==> config.mk <==
export PLATFORM = sky130hd
export DESIGN_NAME = per2bpm
export DESIGN_NICKNAME = d
export VERILOG_FILES = /design/src/rtl/tap_tempo_pkg.sv /design/src/rtl/seq_udiv.sv /design/src/rtl/per2bpm.sv
export SDC_FILE = /design/constraint.sdc
export NUM_CORES = 1
export LEC_CHECK = 0
export BUFFER_PORTS_ARGS = -buffer_cell sky130_fd_sc_hd__clkbuf_2
export CELL_PAD_IN_SITES_DETAIL_PLACEMENT = 0
export CELL_PAD_IN_SITES_GLOBAL_PLACEMENT = 1
export CORE_UTILIZATION = 49
export DETAILED_ROUTE_END_ITERATION = 12
export GPL_TIMING_DRIVEN = 1
export HOLD_SLACK_MARGIN = 0.08
export PLACE_DENSITY_LB_ADDON = 0.05
export SLEW_MARGIN = 20
export SYNTH_ARGS = -nofsm -noshare
export SYNTH_HDL_FRONTEND = slang
export SYNTH_HIERARCHICAL = 1
export SYNTH_SLANG_ARGS = --single-unit
==> constraint.sdc <==
create_clock -name clk_i -period 4.8 [get_ports clk_i]
set_clock_uncertainty 0.05 [all_clocks]
set_input_delay 0.96 -clock clk_i [delete_from_list [all_inputs] [get_ports clk_i]]
set_output_delay 0.96 -clock clk_i [all_outputs]
set_load 0.05 [all_outputs]
==> src/rtl/tap_tempo_pkg.sv <==
// Shared constants and divider state encoding for the tap-tempo datapath.
package tap_tempo_pkg;

  localparam int PER_WIDTH = 24;
  localparam int BPM_WIDTH = 8;
  localparam int DIVIDEND  = 60000;
  localparam int BPM_MAX   = 250;
  localparam int QW        = $clog2(DIVIDEND + 1);

  typedef enum logic [1:0] {
    IDLE,
    DIV,
    DONE
  } div_state_e;

endpackage

==> src/rtl/seq_udiv.sv <==
// Generic unsigned restoring divider: one quotient bit per clock, DVD_W steps,
// done_o high for the single cycle after the last step.
module seq_udiv
  import tap_tempo_pkg::*;
#(
  parameter int DVD_W = 16,
  parameter int DVS_W = 24
) (
  input  logic             clk_i,
  input  logic             rst_i,
  input  logic             start_i,
  input  logic [DVD_W-1:0] dividend_i,
  input  logic [DVS_W-1:0] divisor_i,
  output logic             busy_o,
  output logic             done_o,
  output logic [DVD_W-1:0] quotient_o
);

  localparam int CW = (DVD_W > 1) ? $clog2(DVD_W) : 1;

  div_state_e       state_q, state_d;
  logic [DVD_W-1:0] dvd_q, dvd_d;
  logic [DVS_W-1:0] dvs_q, dvs_d;
  logic [DVS_W-1:0] rem_q, rem_d;
  logic [DVD_W-1:0] quo_q, quo_d;
  logic [CW-1:0]    cnt_q, cnt_d;

  // Partial remainder after shifting in the next dividend bit; it is always
  // below 2*divisor, so the stored remainder never needs the extra top bit.
  logic [DVS_W:0]   rem_shift;
  logic [DVS_W-1:0] rem_sub;
  logic             qbit;

  assign rem_shift = {rem_q, dvd_q[DVD_W-1]};
  assign qbit      = (rem_shift >= {1'b0, dvs_q});
  assign rem_sub   = rem_shift[DVS_W-1:0] - dvs_q;

  // NOTE: every next-state signal takes its hold value first so no path through
  // the case statement can leave it unassigned and infer a latch.
  always_comb begin
    state_d = state_q;
    dvd_d   = dvd_q;
    dvs_d   = dvs_q;
    rem_d   = rem_q;
    quo_d   = quo_q;
    cnt_d   = cnt_q;
    unique case (state_q)
      IDLE: begin
        if (start_i) begin
          dvd_d   = dividend_i;
          dvs_d   = divisor_i;
          rem_d   = '0;
          quo_d   = '0;
          cnt_d   = CW'(DVD_W - 1);
          state_d = DIV;
        end
      end
      DIV: begin
        rem_d = qbit ? rem_sub : rem_shift[DVS_W-1:0];
        dvd_d = {dvd_q[DVD_W-2:0], 1'b0};
        quo_d = {quo_q[DVD_W-2:0], qbit};
        cnt_d = cnt_q - CW'(1);
        if (cnt_q == '0) state_d = DONE;
      end
      DONE:    state_d = IDLE;
      default: state_d = IDLE;
    endcase
  end

  // NOTE: state updates use non-blocking assignments so every register samples
  // pre-edge values; the datapath is cleared on reset so an aborted division
  // leaves nothing behind.
  always_ff @(posedge clk_i) begin
    if (rst_i) begin
      state_q <= IDLE;
      dvd_q   <= '0;
      dvs_q   <= '0;
      rem_q   <= '0;
      quo_q   <= '0;
      cnt_q   <= '0;
    end else begin
      state_q <= state_d;
      dvd_q   <= dvd_d;
      dvs_q   <= dvs_d;
      rem_q   <= rem_d;
      quo_q   <= quo_d;
      cnt_q   <= cnt_d;
    end
  end

  assign busy_o     = (state_q != IDLE);
  assign done_o     = (state_q == DONE);
  assign quotient_o = quo_q;

endmodule

==> src/rtl/per2bpm.sv <==
// Tap period (ms) to tempo (BPM): DIVIDEND / period through a sequential
// divider, saturated to BPM_MAX and held until the next result.
module per2bpm #(
  parameter int PER_WIDTH = tap_tempo_pkg::PER_WIDTH,
  parameter int BPM_WIDTH = tap_tempo_pkg::BPM_WIDTH,
  parameter int DIVIDEND  = tap_tempo_pkg::DIVIDEND,
  parameter int BPM_MAX   = tap_tempo_pkg::BPM_MAX,
  parameter int QW        = $clog2(DIVIDEND + 1)
) (
  input  logic                 clk_i,
  input  logic                 rst_i,
  input  logic [PER_WIDTH-1:0] btn_per_i,
  input  logic                 btn_per_valid,
  output logic [BPM_WIDTH-1:0] bpm_o,
  output logic                 bpm_valid
);

  logic                 div_busy;
  logic                 div_done;
  logic [QW-1:0]        quotient;
  logic [BPM_WIDTH-1:0] bpm_q, bpm_d;
  logic                 bpm_valid_q, bpm_valid_d;

  // Strobes arriving while a division is in flight are dropped, not queued.
  seq_udiv #(
    .DVD_W(QW),
    .DVS_W(PER_WIDTH)
  ) u_div (
    .clk_i      (clk_i),
    .rst_i      (rst_i),
    .start_i    (btn_per_valid & ~div_busy),
    .dividend_i (QW'(DIVIDEND)),
    .divisor_i  (btn_per_i),
    .busy_o     (div_busy),
    .done_o     (div_done),
    .quotient_o (quotient)
  );

  always_comb begin
    bpm_d       = bpm_q;
    bpm_valid_d = 1'b0;
    if (div_done) begin
      bpm_d       = (quotient > QW'(BPM_MAX)) ? BPM_WIDTH'(BPM_MAX)
                                              : quotient[BPM_WIDTH-1:0];
      bpm_valid_d = 1'b1;
    end
  end

  always_ff @(posedge clk_i) begin
    if (rst_i) begin
      bpm_q       <= '0;
      bpm_valid_q <= 1'b0;
    end else begin
      bpm_q       <= bpm_d;
      bpm_valid_q <= bpm_valid_d;
    end
  end

  assign bpm_o     = bpm_q;
  assign bpm_valid = bpm_valid_q;

endmodule

==> summary.md <==
| Metric | Value |
|---|---|
| Outcome | finished, final reports clean |
| Reg2reg start | u_div/dvs_q[1] |
| Commonest non-fill, non-tap cells in the layout | nand2_1, dfxtp_1, a21oi_1 |
| Total grt overflow | 0 |
| WP data arrival | 3.23 ns |
| Ys async rst share | 0% |
| DPL Wire Length | 7240 um |
| Via/cell ratio | 5.34 |
| CP Class | reg -> reg |
| Main flop type after synthesis | dfxtp_1 |
| Final Util | 55.7% |
| I/O Pins | 36 |
| Tmin final | 3.06 ns |
| Max-slew headroom | 40.0% |
| Residual DRC | 0 |
| Fin Hold WS | 0.410 ns |
| CP Launch Type | flip-flop |
| Number of flops mapped to enable cells by yosys | 0 |
| Clk buf depth | 2 |
| Core Area | 0.00968 mm2 |
| Gate power share | 62.4% |
| Cell family with most CP delay | compound AO/OA/AOI/OAI gates |
| Number of fill cells | 947 |
| Final Hold Fails | 0 |
| Seq/Total Area, Yosys | 39.0% |
| Routed wire length | 10500 um |
| #FFs+latches synth | 95 |
| Worst Tran Pin Value | 0.897 ns |
| Clk pwr share | 12.5% |
| Final Cell Area | 0.00539 mm2 |
| Vias in the first global route | 3837 |
| Setup violations, final | 0 |
| Slew Limit Fails | 0 |
| Sw Ratio | 45.4% |
| Cell Chain, Critical Path | inv_1, ha_1, nor2b_1, o2111ai_1, and4_1, o21ai_1, a21o_1, a31oi_4, buf_16, nor3b_1, a21oi_1, o21ai_0 |
| Net switching power | 1.79 mW |
| Post-route ant nets | 0 |
| Post-CTS Resized | 0 |
| Max Cap Violations | 0 |
| Cell area after placement | 0.00518 mm2 |
| Pin count of the biggest net entering global routing | 45 |
| Initial Util | 50.3% |
| R2R setup slack | 1.74 ns |
| Hold Path Class | reg -> reg |
| FF-to-FF End | u_div/rem_q[8] |
| Clk sinks | 95 |
| # rows | 36 |
| CTS tree | built |
| Pwr/cell area | 732 mW/mm2 |
| Via count | 4184 |
| Syn Area/Cell | 7.99 um2 |
| Worst hold path depth | 2 |
| Drt first pass iters | 4 |
| Layout Area Growth over Synthesis | 10.7% |
| Power Total | 3.95 mW |
| Total GRT Usage | 21.7% |
| Critical Path Fanout Max | 22 |
| Seq pwr share | 25.1% |
| ANT cells | 0 |
| Synth Instances | 610 |
| RSZ-0062 raised after global routing | false |
| CTS root buf | clkbuf_8 |
| Fin Setup TNS | 0 ns |
| Share of the clock period used by the worst path | 63.7% |
| Number of buffers inserted by hold repair at cts | 0 |
| Worst path required time | 4.97 ns |
| GP Congestion | 0.851 |
| Most common cell after layout, fill and taps aside | nand2_1 |
| Hold Path End | u_div/dvs_q[3] |
| Vert. Die Dim | 102 um |
| YS warnings | 6 |
| Leak pwr | 2.23 nW |
| Fraction of layout cells with a size suffix above 1 | 11.2% |
| First-pass GRT wire length | 17900 um |
| Initial antenna violation count | 0 |
| Crit-path slowest cell | a31oi_4 |
| H-tree Lvls | 3 |
| Multi-input gate area | 0.00277 mm2 |
| Post-Place Worst Slack | 1.52 ns |
| Die width | 102 um |
| Total Nets Final | 699 |
| Hold Crit Start | u_div/dvs_q[3] |
| Post-CTS Setup Repair Bufs | 0 |
| Post-synthesis cell type count | 56 |
| Register area | 0.00190 mm2 |
| Max VDD drop | 0.454 mV |
| Final Non-Filler Cells | 784 |
| Die area | 0.0103 mm2 |
| R2R cell count | 12 |
| Drt wl/cell | 13.4 um |
| Clock slew at reported path FFs | 0.09 ns |
| Int Pwr | 2.16 mW |
| CTS buffer count | 9 |
| Area of the mapped netlist | 0.00487 mm2 |
| 1st-iter DRT viols | 176 |
| Inst Count DP | 767 |
| I/O Buffers | 35 |
| Final worst slack | 1.74 ns |
| CP Capture Type | flip-flop |
| Achievable Freq | 327 MHz |
| Worst path max stage delay | 0.61 ns |
| Worst-Skew Late Latency | 0.36 ns |
| Buffers and inverters on the worst path | 2 |
worst max-delay path by stage:
| stage | from | to | depth (start not counted) |
|---|---|---|---|
| 3_3_place_gp | u_div/dvs_q[1] | u_div/rem_q[8] | 11 |
| 5_1_grt | u_div/dvs_q[1] | u_div/rem_q[5] | 12 |
| 2_1_floorplan | u_div/dvd_q[15] | u_div/rem_q[22] | 11 |
| 4_1_cts | u_div/dvs_q[1] | u_div/rem_q[8] | 11 |
| 6_report | u_div/dvs_q[1] | u_div/rem_q[8] | 12 |
| 3_5_place_dp | u_div/dvs_q[1] | u_div/rem_q[8] | 11 |
synth_stat cells (2+ instances only):
library cell  count  share of area [%]
xor2_1            6                1.1
a21oi_2           2               0.36
and4_1            3               0.54
o221a_2           4               0.92
xnor2_1          14                2.5
ha_1             25                6.4
clkbuf_1         23                1.8
dfxtp_1          95                 39
a21o_1           12                1.8
nand3_1          12                1.2
o31ai_1           3               0.46
a31oi_1           6               0.77
buf_4             2               0.31
and3_1            3               0.39
buf_6             2               0.46
a21oi_1          80                8.2
o21a_1            2               0.31
nand2b_1          7               0.90
o211ai_1          2               0.31
buf_1             3               0.23
o22ai_1           2               0.26
inv_1            33                2.5
nand2_1         112                8.6
nor3_1            8               0.82
nor2_1           41                3.2
a211oi_1          5               0.77
nor3b_1           3               0.46
a22o_1            8                1.4
mux2i_1           6                1.2
nor2b_1           8                1.0
a22oi_1          15                2.3
conb_1            2               0.15
o21ai_1          14                1.4
nand4_1           7               0.90
o21ai_0          16                1.6
a41o_1            2               0.41
o21bai_1          3               0.46
layout make-up:
class,count,share of cell area (%)
tap,133,3.09
sequential,95,35.3
inverter,33,2.30
timing repair buffer,42,4.59
clock buffer,11,2.62
multi-input combinational,465,51.4
clock inverter,5,0.742
cells by family (layout without fill, tap and decap cells):
group | count (synthesis) | in the layout | share of synthesized area [%]
and+or+nand+nor | 210 | 210 | 19.3
AOI/OAI and AO/OA | 187 | 187 | 24.5
adders and majority gates | 26 | 26 | 6.83
muxes | 6 | 6 | 1.23
other | 2 | 16 | 0.154
buffers and inverters | 64 | 91 | 5.42
xor gates and xnor gates | 20 | 20 | 3.60
DFF | 95 | 95 | 39.0
registers in the layout, indices dropped and copies added, names as in the netlist:
name,flops
bpm_o,8
u_div/quotient_o,16
bpm_valid,1
u_div/cnt_q,4
u_div/dvd_q,16
u_div/rem_q,24
u_div/state_q,2
u_div/dvs_q,24
power by group through the flow:
stage	Sequential, mW	Clock, mW	Combinational [mW]
global route	1.00	0.550	2.73
global placement	1.00	0	2.28
finish	0.989	0.495	2.46
detailed placement	1.01	0	2.31
floorplan	0.994	0	2.02
CTS	0.988	0.518	2.32
worst register-to-register path, stage by stage (launching register included):
cell	delay [ns]
dfxtp_1	0.40
inv_1	0.06
ha_1	0.30
nor2b_1	0.14
o2111ai_1	0.22
and4_1	0.29
o21ai_1	0.12
a21o_1	0.21
a31oi_4	0.61
buf_16	0.24
nor3b_1	0.07
a21oi_1	0.12
o21ai_0	0.09
routing by layer:
layer | vias to the layer above | wire (um) | track usage [%]
li1 | 2187 | - | -
met1 | 1918 | 5380 | 30.7
met2 | 72 | 4560 | 33.8
met3 | 7 | 446 | 3.86
met4 | 0 | 115 | 6.35
met5 | - | 0 | 0
Note: power is estimated with default switching activity, not from simulation.
